`src/rtl/adc_seq_pkg.sv`:
```
// Shared FSM encoding, default parameters and sizing helpers for the ADC conversion sequencer.
package adc_seq_pkg;

  typedef enum logic [1:0] {
    StIdle,
    StStart,
    StConvert,
    StHold
  } state_e;

  localparam int unsigned DefResultWidth   = 12;
  localparam int unsigned DefStartCycles   = 8;
  localparam int unsigned DefTimeoutCycles = 255;
  localparam int unsigned DefSyncStages    = 2;

  // Width of a saturating counter that must be able to hold max(a, b).
  function automatic int unsigned cnt_width(input int unsigned a, input int unsigned b);
    int unsigned m;
    m = (a > b) ? a : b;
    return unsigned'($clog2(m + 1));
  endfunction

endpackage

```
`src/rtl/adc_sync_edge.sv`:
```
// Brings the asynchronous conv_done flag into the clk domain and flags its rising edges.
module adc_sync_edge #(
  parameter int unsigned SYNC_STAGES = 2
) (
  input  logic clk_i,
  input  logic rst_i,
  input  logic async_i,
  output logic rise_o
);

  logic [SYNC_STAGES-1:0] sync_q, sync_d;
  logic                   prev_q;

  // Shift the raw flag in at the bottom of the chain.
  always_comb begin
    sync_d    = sync_q << 1;
    sync_d[0] = async_i;
  end

  // Synchronizer chain plus the previous-value register for edge detection.
  always_ff @(posedge clk_i) begin
    if (rst_i) begin
      sync_q <= '0;
      prev_q <= 1'b0;
    end else begin
      sync_q <= sync_d;
      prev_q <= sync_q[SYNC_STAGES-1];
    end
  end

  assign rise_o = sync_q[SYNC_STAGES-1] & ~prev_q;

endmodule

```
`src/rtl/adc_conv_sequencer.sv`:
```
// Sequences one SAR conversion: start pulse, enable window, completion/timeout, result handshake.
module adc_conv_sequencer
  import adc_seq_pkg::*;
#(
  parameter int unsigned RESULT_WIDTH   = DefResultWidth,
  parameter int unsigned START_CYCLES   = DefStartCycles,
  parameter int unsigned TIMEOUT_CYCLES = DefTimeoutCycles,
  parameter int unsigned SYNC_STAGES    = DefSyncStages
) (
  input  logic                    clk_i,
  input  logic                    rst_i,
  input  logic                    trig_i,
  output logic                    start_conv_o,
  output logic                    ena_out_o,
  input  logic                    conv_done_i,
  input  logic [RESULT_WIDTH-1:0] adc_data_i,
  output logic [RESULT_WIDTH-1:0] result_o,
  output logic                    result_valid_o,
  input  logic                    result_ready_i,
  output logic                    busy_o,
  output logic                    timeout_err_o,
  output logic                    overrun_err_o,
  input  logic                    err_clr_i
);

  localparam int unsigned     CntW        = cnt_width(START_CYCLES, TIMEOUT_CYCLES);
  localparam logic [CntW-1:0] StartLast   = CntW'(START_CYCLES - 1);
  localparam logic [CntW-1:0] TimeoutLast = CntW'(TIMEOUT_CYCLES - 1);

  state_e                  state_q, state_d;
  logic [CntW-1:0]         cnt_q, cnt_d;
  logic [RESULT_WIDTH-1:0] result_q;
  logic                    start_conv_q, ena_q, valid_q, busy_q;
  logic                    timeout_err_q, timeout_err_d;
  logic                    overrun_err_q, overrun_err_d;
  logic                    done_rise, capture, timeout_set, overrun_set;

  adc_sync_edge #(
    .SYNC_STAGES(SYNC_STAGES)
  ) u_sync_edge (
    .clk_i  (clk_i),
    .rst_i  (rst_i),
    .async_i(conv_done_i),
    .rise_o (done_rise)
  );

  // Next-state decode; trig outside IDLE only flags an overrun.
  always_comb begin
    state_d     = state_q;
    capture     = 1'b0;
    timeout_set = 1'b0;
    overrun_set = 1'b0;
    unique case (state_q)
      StIdle: begin
        if (trig_i) state_d = StStart;
      end
      StStart: begin
        overrun_set = trig_i;
        if (cnt_q == StartLast) state_d = StConvert;
      end
      StConvert: begin
        overrun_set = trig_i;
        // An edge on the last allowed cycle still counts as completion.
        if (done_rise) begin
          capture = 1'b1;
          state_d = StHold;
        end else if (cnt_q == TimeoutLast) begin
          timeout_set = 1'b1;
          state_d     = StIdle;
        end
      end
      StHold: begin
        overrun_set = trig_i;
        if (result_ready_i) state_d = StIdle;
      end
      default: state_d = StIdle;
    endcase
  end

  // Per-state cycle counter: restarts on every transition, saturates instead of wrapping.
  always_comb begin
    if (state_d != state_q) begin
      cnt_d = '0;
    end else if (cnt_q == {CntW{1'b1}}) begin
      cnt_d = cnt_q;
    end else begin
      cnt_d = cnt_q + CntW'(1);
    end
  end

  // Sticky error flags; a set on the same edge as a clear wins.
  always_comb begin
    timeout_err_d = timeout_set | (timeout_err_q & ~err_clr_i);
    overrun_err_d = overrun_set | (overrun_err_q & ~err_clr_i);
  end

  // State, counter, flags and glitch-free registered outputs decoded from the next state.
  always_ff @(posedge clk_i) begin
    if (rst_i) begin
      state_q       <= StIdle;
      cnt_q         <= '0;
      result_q      <= '0;
      start_conv_q  <= 1'b0;
      ena_q         <= 1'b0;
      valid_q       <= 1'b0;
      busy_q        <= 1'b0;
      timeout_err_q <= 1'b0;
      overrun_err_q <= 1'b0;
    end else begin
      state_q       <= state_d;
      cnt_q         <= cnt_d;
      start_conv_q  <= (state_d == StStart);
      ena_q         <= (state_d == StStart) || (state_d == StConvert);
      valid_q       <= (state_d == StHold);
      busy_q        <= (state_d != StIdle);
      timeout_err_q <= timeout_err_d;
      overrun_err_q <= overrun_err_d;
      if (capture) result_q <= adc_data_i;
    end
  end

  assign start_conv_o   = start_conv_q;
  assign ena_out_o      = ena_q;
  assign result_o       = result_q;
  assign result_valid_o = valid_q;
  assign busy_o         = busy_q;
  assign timeout_err_o  = timeout_err_q;
  assign overrun_err_o  = overrun_err_q;

endmodule
```
`config.mk`:
```
export PLATFORM = sky130hd
export DESIGN_NAME = adc_conv_sequencer
export DESIGN_NICKNAME = d
export VERILOG_FILES = /design/src/rtl/adc_seq_pkg.sv /design/src/rtl/adc_sync_edge.sv /design/src/rtl/adc_conv_sequencer.sv
export SDC_FILE = /design/constraint.sdc
export NUM_CORES = 1
export LEC_CHECK = 0
export ABC_AREA = 1
export BUFFER_PORTS_ARGS = -buffer_cell sky130_fd_sc_hd__buf_2
export CORE_UTILIZATION = 25
export CTS_CLUSTER_SIZE = 8
export DETAILED_ROUTE_END_ITERATION = 16
export GPL_TIMING_DRIVEN = 0
export HOLD_SLACK_MARGIN = 0.12
export PLACE_DENSITY = 0.47
export SLEW_MARGIN = 15
export SYNTH_ARGS = -nofsm -noshare
export SYNTH_HDL_FRONTEND = slang
export SYNTH_HIERARCHICAL = 1
export SYNTH_SLANG_ARGS = --single-unit
```
`constraint.sdc`:
```
create_clock -name clk_i -period 1.7 [get_ports clk_i]
set_input_delay 0.085 -clock clk_i [delete_from_list [all_inputs] [get_ports clk_i]]
set_output_delay 0.085 -clock clk_i [all_outputs]
set_load 0.05 [all_outputs]
```
==> results.py, run 1 <==
metrics = {
    "pwr": {
        "leakage_nw": 0.8831,
        "powerDensity_mw_per_mm2": 763.0,
        "ir_drop_uv": 326.8,
    },
    "timing": {
        "tns_ns": 0,
        "hold-worst-slack_ns": 0.4107,
        "tightest_slew_ns": 0.4450,
        "fmax_ghz": 0.6275,
        "layout_min_cycle_time_ns": 1.594,
        "relSlewSlack_pct": 70.33,
        "setup_viol": 0,
        "worst_clock_skew_ns": 0.005757,
        "finalCritPeriodShare_pct": 93.75,
        "hold_viol_final": 0,
        "slew_violations": 0,
        "fin_ws_ns": 0.1063,
    },
    "placement": {
        "dpl-instance-area_mm2": 0.001635,
        "hpwlAfterDp_um": 2131,
        "globalplace.congestion": 0.7259,
        "place_ws_ns": -0.1539,
        "dp_cells": 291,
        "portBuffers": 35,
    },
    "floorplanning": {
        "coreArea_mm2": 0.005205,
        "die_y_um": 76.10,
        "die_area_mm2": 0.005790,
        "die_width_um": 76.10,
        "io_pins": 36,
        "fp-row-count": 26,
        "start_util_pct": 26.37,
    },
    "synth": {
        "yosys.area.top_type_share_pct": 45.21,
        "syn-num-nets": 209,
        "synth-edff-count": 0,
        "syn_area_mm2": 0.001373,
        "synth_top_cell_by_area": "dfxtp_1",
        "ys_warn_count": 6,
        "ys_top_cells_by_area": "dfxtp_1 (45%), nand2_1 (10%), nand3_1 (6.6%)",
        "async_reset_ff_share_pct": 0,
        "netlist_instances": 186,
        "ys_seq_area_share_pct": 45.21,
        "yosysMostFrequentCell": "nand2_1",
        "avgSynthCellArea_um2": 7.379,
        "ys_ff_latch": 31,
        "synth_ff_type": "dfxtp_1",
        "synth_common_cells": "nand2_1 (37), dfxtp_1 (31), inv_1 (22), nor2_1 (22), nand3_1 (18)",
        "synth_cell_types": 21,
    },
    "finish": {
        "synthToLayoutAreaGrowth_pct": 45.58,
        "final_cells": 318,
        "diodes": 0,
        "fin_area_mm2": 0.001998,
        "drive_above_1_share_pct": 31.45,
        "num-nets-final": 271,
    },
    "global_route": {
        "grt_overflow_total": 0,
        "use_met3_pct": 4.072,
        "globalRouteMet1Util_pct": 14.18,
        "antenna_found_initial": 0,
        "grt_pass1_vias": 1261,
        "grt_usage_pct": 12.33,
        "grt-busiest-layer": "met2",
        "grt_pass1_wl_um": 5616,
        "use_met2_pct": 20.64,
        "grt_max_degree": 11,
    },
    "worst_setup_path": {
        "critPathLaunchType": "register",
        "slowest_delay_ns": 0.37,
        "r2r-start": "cnt_q[0]",
        "crit_arrival_ns": 1.76,
        "slowest_stage": "dfxtp_4",
        "required_ns": 1.86,
        "critical_path_class": "register to register",
        "crit_path_end_kind": "register",
        "cp_max_fo": 4,
        "crit_chain": "inv_4 -> ha_4 -> nand2_1 -> nor2_2 -> nand2_1 -> nand2_2 -> nand2_2 -> a31oi_4 -> inv_1 -> ha_1 -> inv_1 -> nor2_1",
        "crit_start": "cnt_q[0]",
    },
    "routing": {
        "drt-initial-drc-count": 48,
        "routedWlPerCell_um": 10.04,
        "routed_wl_um": 3192,
        "ant_nets": 0,
        "firstDrtPassIters": 4,
        "viasPerCell": 4.097,
        "vias": 1303,
        "drc": 0,
    },
    "cts": {
        "clk_latency_ns": 0.28,
        "cts_tree": "done",
        "numCtsBuffers": 5,
        "path_clk_slew_ns": 0.07,
        "cts_max_level": 2,
        "root_buffer": "clkbuf_8",
        "clock_sinks": 31,
        "clock_path_buffers": 2,
    },
    "worst_hold_path": {
        "hold_path.class": "register to register",
        "hp-start": "u_sync_edge/sync_q[0]",
    },
    "outcome": {
        "run_status": "finished, final reports clean",
    },
    "run": {
        "maxCapViolations": 0,
    },
}
==> metrics by stage <==
step | util (%) | total power [W]
finish | 38.39 | 0.001525
global route | 38.39 | 0.001622
CTS | 37.04 | 0.001540
detailed placement | 31.42 | 0.0009153
global placement | 31.42 | 0.0009162
floorplan | - | 0.0008690
==> state kept, by name, summed over array words and instances, names as in the netlist <==
name	count
result_valid_o	1
u_sync_edge/sync_q	2
start_conv_o	1
timeout_err_o	1
result_o	12
state_q	2
ena_out_o	1
u_sync_edge/prev_q	1
busy_o	1
overrun_err_o	1
cnt_q	8
==> cells by family (layout without fill, tap and decap cells) <==
family                   count (synthesis)  count (layout)  share of synthesized area (%)
AND/OR/NAND/NOR                         96              96                          32.18
flip-flops                              31              31                          45.21
buffers and inverters                   30              92                          8.295
AO/OA/AOI/OAI                           21              21                          7.839
adder cells (fa/ha/maj)                  5               5                          4.558
XOR/XNOR                                 3               3                          1.915
==> final cells by class <==
| class | count | area [um2] |
|---|---|---|
| buffer | 4 | 16.27 |
| clock buffer | 6 | 82.58 |
| clock inverter | 1 | 5.005 |
| fill | 553 | 3207 |
| inverter | 25 | 96.34 |
| multi-input combinational | 125 | 703.2 |
| sequential | 31 | 629.4 |
| tap | 70 | 87.58 |
| timing repair buffer | 56 | 377.9 |
==> where the power goes <==
part	leakage (nW)	switching, W	internal [W]	total [W]
sequential	0.253	0.0000182	0.000745	0.000763
clock	0.0470	0.000264	0.000317	0.000581
combinational	0.583	0.000103	0.0000770	0.000180
==> path summary, 6_finish.rpt <==
kind                           end  slack [ns]  cells after the start
max                      ena_out_o        0.11                     12
min reg2reg  u_sync_edge/sync_q[1]        0.41                      2
max reg2reg              ena_out_o        0.11                     12
min          u_sync_edge/sync_q[1]        0.41                      2
==> cell usage in the layout (no fill, tap or decap) <==
| cell type | n |
|---|---|
| dfxtp_2 | 1 |
| nor2_2 | 12 |
| or2_2 | 2 |
| nand2_4 | 1 |
| o21ai_0 | 4 |
| nor2_1 | 18 |
| ha_1 | 3 |
| a31oi_1 | 1 |
| nand3_2 | 1 |
| dfxtp_1 | 28 |
| inv_4 | 1 |
| clkinv_2 | 1 |
| dfxtp_4 | 2 |
| dlygate4sd3_1 | 18 |
| clkinv_1 | 1 |
| ha_4 | 2 |
| clkbuf_1 | 3 |
| a31oi_4 | 1 |
| nand3_1 | 17 |
| buf_4 | 3 |
| nand2_2 | 5 |
| a21oi_1 | 15 |
| buf_2 | 36 |
| nor2_4 | 2 |
| xor2_1 | 3 |
| inv_2 | 2 |
| inv_1 | 21 |
| nand4_1 | 2 |
| nor3_1 | 3 |
| nand2_1 | 33 |
| clkbuf_8 | 6 |
==> per-layer routing <==
metal / part of all wire, % / up-vias
li1: - / 703
met1: 48 / 572
met2: 46 / 26
met3: 3.7 / 2
met4: 1.3 / 0
met5: 0 / -
==> critical path, delay by kind of cell, from the launching register on <==
kind	cells	cell delay (ns)
buf+inv	3	0.18
simple gates	6	0.41
flops	1	0.37
compound gates	1	0.14
fa+ha+maj	2	0.39
==> what timing repair did <==
| item | 4_1_cts | 5_1_grt |
|---|---|---|
| buffers inserted | 1 | 2 |
| gates resized for setup | 4 | 18 |
| endpoints found under the setup margin | 2 | 7 |
| hold buffers | 18 | 0 |
| pin swaps | 0 | 6 |
| hold endpoints to repair | 17 | 0 |
No activity file was read; power rests on OpenSTA's default activity.
==> run 2, diff against run 1 <==
- CORE_UTILIZATION: 25 -> 35
- PLACE_DENSITY: 0.47 -> 0.61
==> run 2 against run 1 <==
  * Utilization increased by 15 points
  * Cell area decreased by 0.25%
  * Count of clock-buffer cells in the layout unchanged
  * First-iteration DRC count increased by 19%
  * Global-route usage increased by 3.7 points
  * Combinational power about the same
  * Flip-flop and latch count unchanged
  * Clock power increased by 28%
  * Highest routed layer unchanged
==> results.py, run 2 (synthesis gave the netlist of run 1 again) <==
metrics = {
    "routing": {
        "routedWlPerCell_um": 10.58,
        "dr.max_layer_used": "met4",
        "routed-wl-met3_um": 152,
        "dr_wl_met2_um": 1480,
        "viasPerCell": 4.583,
        "ant_nets": 0,
        "routed_wl_um": 3121,
        "vias": 1352,
        "met1_length_um": 1463,
        "drt-initial-drc-count": 57,
        "firstDrtPassIters": 4,
        "drc": 0,
    },
    "timing": {
        "setup_viol": 0,
        "tns_ns": 0,
        "hold_viol_final": 0,
        "slew_violations": 0,
        "tightest_slew_ns": 0.4380,
        "layout_min_cycle_time_ns": 1.606,
        "fmax_ghz": 0.6226,
        "rsz0062_at_grt": "yes",
        "worst_clock_skew_ns": 0.005266,
        "finalCritPeriodShare_pct": 94.48,
        "relSlewSlack_pct": 70.80,
    },
    "cts": {
        "numCtsBuffers": 5,
        "cts_max_level": 2,
        "clk_latency_ns": 0.28,
        "clock_path_buffers": 2,
        "root_buffer": "clkbuf_8",
        "path_clk_slew_ns": 0.06,
        "clock_sinks": 31,
        "cts_tree": "done",
    },
    "pwr": {
        "leakage_nw": 0.8849,
        "power_w": 0.001689,
        "ir_drop_uv": 517.2,
        "powerDensity_mw_per_mm2": 847.3,
    },
    "finish": {
        "layout_common_cells": "buf_2 (36), nand2_1 (31), dfxtp_1 (29)",
        "fin_area_mm2": 0.001993,
        "num-nets-final": 269,
        "drive_above_1_share_pct": 31.58,
        "final_common_cell": "buf_2",
        "largest_reg_flops": 12,
        "diodes": 0,
        "final_util_pct": 53.64,
        "synthToLayoutAreaGrowth_pct": 45.21,
    },
    "worst_setup_path": {
        "critical_path_class": "register to register",
        "crit_arrival_ns": 1.77,
        "critPathLaunchType": "register",
        "cp_max_fo": 4,
        "crit_start": "cnt_q[0]",
        "required_ns": 1.87,
        "crit_path_end_kind": "register",
        "r2r-start": "cnt_q[0]",
    },
    "floorplanning": {
        "start_util_pct": 36.94,
        "die_area_mm2": 0.004176,
        "die_width_um": 64.62,
        "fp-row-count": 22,
        "die_y_um": 64.62,
        "coreArea_mm2": 0.003716,
        "io_pins": 36,
    },
    "placement": {
        "globalplace.congestion": 0.8345,
        "hpwlAfterDp_um": 2019,
        "portBuffers": 35,
        "dpl-instance-area_mm2": 0.001608,
    },
    "global_route": {
        "grt_usage_pct": 15.99,
        "grt_pass1_vias": 1189,
        "grt_overflow_total": 0,
        "grt_pass1_wl_um": 4968,
        "antenna_found_initial": 0,
        "grt_max_degree": 11,
    },
    "outcome": {
        "run_status": "finished, final reports clean",
    },
    "worst_hold_path": {
        "hp-start": "u_sync_edge/sync_q[0]",
        "hold_path.class": "register to register",
    },
    "run": {
        "maxCapViolations": 0,
    },
}
## run 2: cell types whose count changed in the layout (fill, tap and decap cells not counted), sizes merged
cell and change:
bufinv +1, buf -2, dlygate4sd3 -1, clkbuf +1
## run 2: final timing paths
path / endpoint / slack (ns) / cells after the start
worst max-delay path: ena_out_o / 0.09 / 12
worst min-delay path: u_sync_edge/sync_q[1] / 0.41 / 2
worst max register to register: ena_out_o / 0.09 / 12
worst min register to register: u_sync_edge/sync_q[1] / 0.41 / 2
## run 2: worst max-delay path, stage by stage, from the launching register on
cell and delay [ns]:
dfxtp_4 0.37, inv_4 0.07, ha_4 0.13, nand2_4 0.05, nor2_4 0.10, nand2_1 0.06, nand2_2 0.08, nand2_2 0.06
a31oi_4 0.16, inv_1 0.06, ha_1 0.26, inv_1 0.05, nor2_1 0.03
## run 2: layout make-up
cell class,count,area [um2]
multi-input combinational,125,718.2
buffer,5,20.02
clock buffer,6,82.58
fill,373,1723
timing repair buffer,53,352.8
sequential,31,628.1
inverter,25,96.34
clock inverter,2,35.03
tap,48,60.06
## run 2: per-layer routing
layer	GRT usage (%)	vias up
li1	-	702
met1	19.61	614
met2	24.74	34
met3	4.754	2
met4	9.167	0
met5	0	-
## run 2: where the power goes
group	switching [W]	internal, W
Combinational	0.000104	0.0000781
Sequential	0.0000185	0.000745
Clock	0.000270	0.000474
Total	0.000392	0.00130
## run 2: timing repair
item / CTS / global route
pin swaps: 0 / 5
buffers inserted: 1 / 0
hold endpoints to repair: 17 / 0
endpoints found under the setup margin: 2 / 4
hold buffers: 17 / 0
gates resized for setup: 4 / 21
## run 2: per-stage QoR
step,hold WS [ns],setup WS (ns),cells
after floorplan,0.1562,0.04881,186
after global placement,0.3015,-0.1436,269
after detailed placement,0.3026,-0.1571,269
after CTS,0.4084,0.005722,295
after global routing,0.4398,-0.03900,295
final,0.4078,0.09379,295
==> run 3, diff against run 2 <==
- CORE_ASPECT_RATIO: not set -> 1.5
==> run 3 against run 2 <==
  * Non-clock buffer count increased by 1
  * Flip-flop and latch count unchanged
  * Routed wire length increased by 0.29%
==> results.py, run 3 (synthesis gave the netlist of run 1 again) <==
metrics = {
    "outcome": {
        "run_status": "finished, final reports clean",
    },
    "timing": {
        "relSlewSlack_pct": 68.65,
        "layout_min_cycle_time_ns": 1.608,
        "rsz0062_at_grt": "no",
        "tightest_slew_ns": 0.4703,
        "setup_viol": 0,
        "fin_ws_ns": 0.09170,
        "slew_violations": 0,
        "finalCritPeriodShare_pct": 94.61,
        "hold-worst-slack_ns": 0.1808,
        "hold_viol_final": 0,
        "tns_ns": 0,
        "fmax_ghz": 0.6218,
        "worst_clock_skew_ns": 0.004927,
    },
    "routing": {
        "vias": 1342,
        "drc": 0,
        "firstDrtPassIters": 4,
        "viasPerCell": 4.628,
        "ant_nets": 0,
        "drt-initial-drc-count": 15,
        "routed_wl_um": 3130,
        "routedWlPerCell_um": 10.79,
    },
    "worst_hold_path": {
        "min_path_cells": 4,
        "hp-start": "trig_i",
        "holdPathEnd": "state_q[0]",
        "hold_path.class": "input pin to register",
    },
    "placement": {
        "hpwlAfterDp_um": 2050,
        "portBuffers": 35,
        "globalplace.congestion": 0.8254,
        "place_ws_ns": -0.1684,
    },
    "finish": {
        "num-nets-final": 270,
        "synthToLayoutAreaGrowth_pct": 41.66,
        "largest_reg_flops": 12,
        "final.fill_count": 371,
        "multi_input_area_um2": 698.2,
        "diodes": 0,
        "final_util_pct": 52.32,
        "drive_above_1_share_pct": 30.77,
        "layout_common_cells": "buf_2 (36), nand2_1 (32), dfxtp_1 (29)",
        "final_common_cell": "buf_2",
        "register_area_um2": 628.1,
    },
    "floorplanning": {
        "coreArea_mm2": 0.003716,
        "die_width_um": 53.13,
        "start_util_pct": 36.94,
        "die_y_um": 78.70,
        "fp-row-count": 27,
        "die_area_mm2": 0.004181,
        "io_pins": 36,
    },
    "cts": {
        "numCtsBuffers": 5,
        "cts_max_level": 2,
        "clock_path_buffers": 2,
        "root_buffer": "clkbuf_8",
        "cts_tree": "done",
        "clock_sinks": 31,
        "path_clk_slew_ns": 0.07,
        "clk_latency_ns": 0.28,
    },
    "worst_setup_path": {
        "worst-path-stages": 12,
        "r2r_slack_ns": 0.09,
        "r2r_end": "ena_out_o",
        "slowest_delay_ns": 0.37,
        "cp_max_fo": 4,
        "crit_top_cell": "nand2_2",
        "crit_arrival_ns": 1.77,
        "critPathLaunchType": "register",
        "crit_buf_inv": 3,
        "r2r-start": "cnt_q[0]",
        "crit_family": "adder cells",
        "crit_chain": "inv_4 -> ha_2 -> nand2_2 -> nor2_4 -> nand2_1 -> nand2_2 -> nand2_2 -> a31oi_4 -> inv_1 -> ha_1 -> inv_1 -> nor2_1",
        "critical_path_class": "register to register",
        "required_ns": 1.86,
        "r2r_cells": 12,
        "slowest_stage": "dfxtp_4",
        "crit_path_end_kind": "register",
    },
    "global_route": {
        "grt_pass1_wl_um": 5181,
        "antenna_found_initial": 0,
        "grt_pass1_vias": 1231,
        "grt_overflow_total": 0,
        "grt_max_degree": 11,
        "grt_usage_pct": 17.15,
    },
    "pwr": {
        "power_w": 0.001518,
        "leakage_nw": 0.8719,
        "powerDensity_mw_per_mm2": 780.9,
        "ir_drop_uv": 680.5,
    },
    "run": {
        "maxCapViolations": 0,
    },
}
run 3: changes by cell type in the layout (fill, tap and decap cells not counted), sizes merged:
| cell | change |
|---|---|
| buf | +1 |
| bufinv | -1 |
run 3: worst max path at each step:
stage,startpoint,end,slack [ns]
3_3_place_gp,cnt_q[0],ena_out_o,-0.15
2_1_floorplan,cnt_q[0],ena_out_o,0.05
6_report,cnt_q[0],ena_out_o,0.09
3_5_place_dp,cnt_q[0],ena_out_o,-0.17
4_1_cts,cnt_q[1],ena_out_o,0.002
5_1_grt,cnt_q[0],ena_out_o,0.0002
run 3: routing by layer:
metal / vias to the layer above / share of wire [%] / track usage (%)
met1: 596 / 40 / 17.91
met4: 0 / 2.4 / 10.26
met3: 6 / 3.8 / 5.364
li1: 705 / - / -
met2: 35 / 54 / 28.86
met5: - / 0 / 0
run 3: power by group:
group,internal (W),total [W],switching [W]
logic,0.0000744,0.000177,0.000102
clock network,0.000317,0.000581,0.000264
registers,0.000745,0.000761,0.0000165
run 3: worst register-to-register path: stages (launching register included):
cell and delay [ns]:
dfxtp_4 0.37, inv_4 0.06, ha_2 0.16, nand2_2 0.06, nor2_4 0.08, nand2_1 0.06, nand2_2 0.07, nand2_2 0.06
a31oi_4 0.16, inv_1 0.06, ha_1 0.26, inv_1 0.05, nor2_1 0.03
run 3: cell type report:
class	count	share of cell area, %
multi-input cells	125	35.91
flip-flops and latches	31	32.30
repair buffers	54	18.53
inverters	25	4.955
clock buffers	6	4.247
well taps	43	2.767
plain buffers	5	1.030
clock inverters	1	0.2574
run 3: stage by stage:
stage | std cells | area [um2]
6_report | 290 | 1944
5_1_grt | 290 | 1944
4_1_cts | 289 | 1886
3_5_place_dp | 264 | 1602
3_3_place_gp | 264 | 1602
2_1_floorplan | 186 | 1373
run 3: repair_timing:
action                                  in CTS  in global routing
gates resized for setup                      4                 17
pin swaps                                    1                  2
endpoints found under the hold margin       17                  0
setup buffers                                1                  1
hold buffers                                17                  0
endpoints found under the setup margin       2                  6
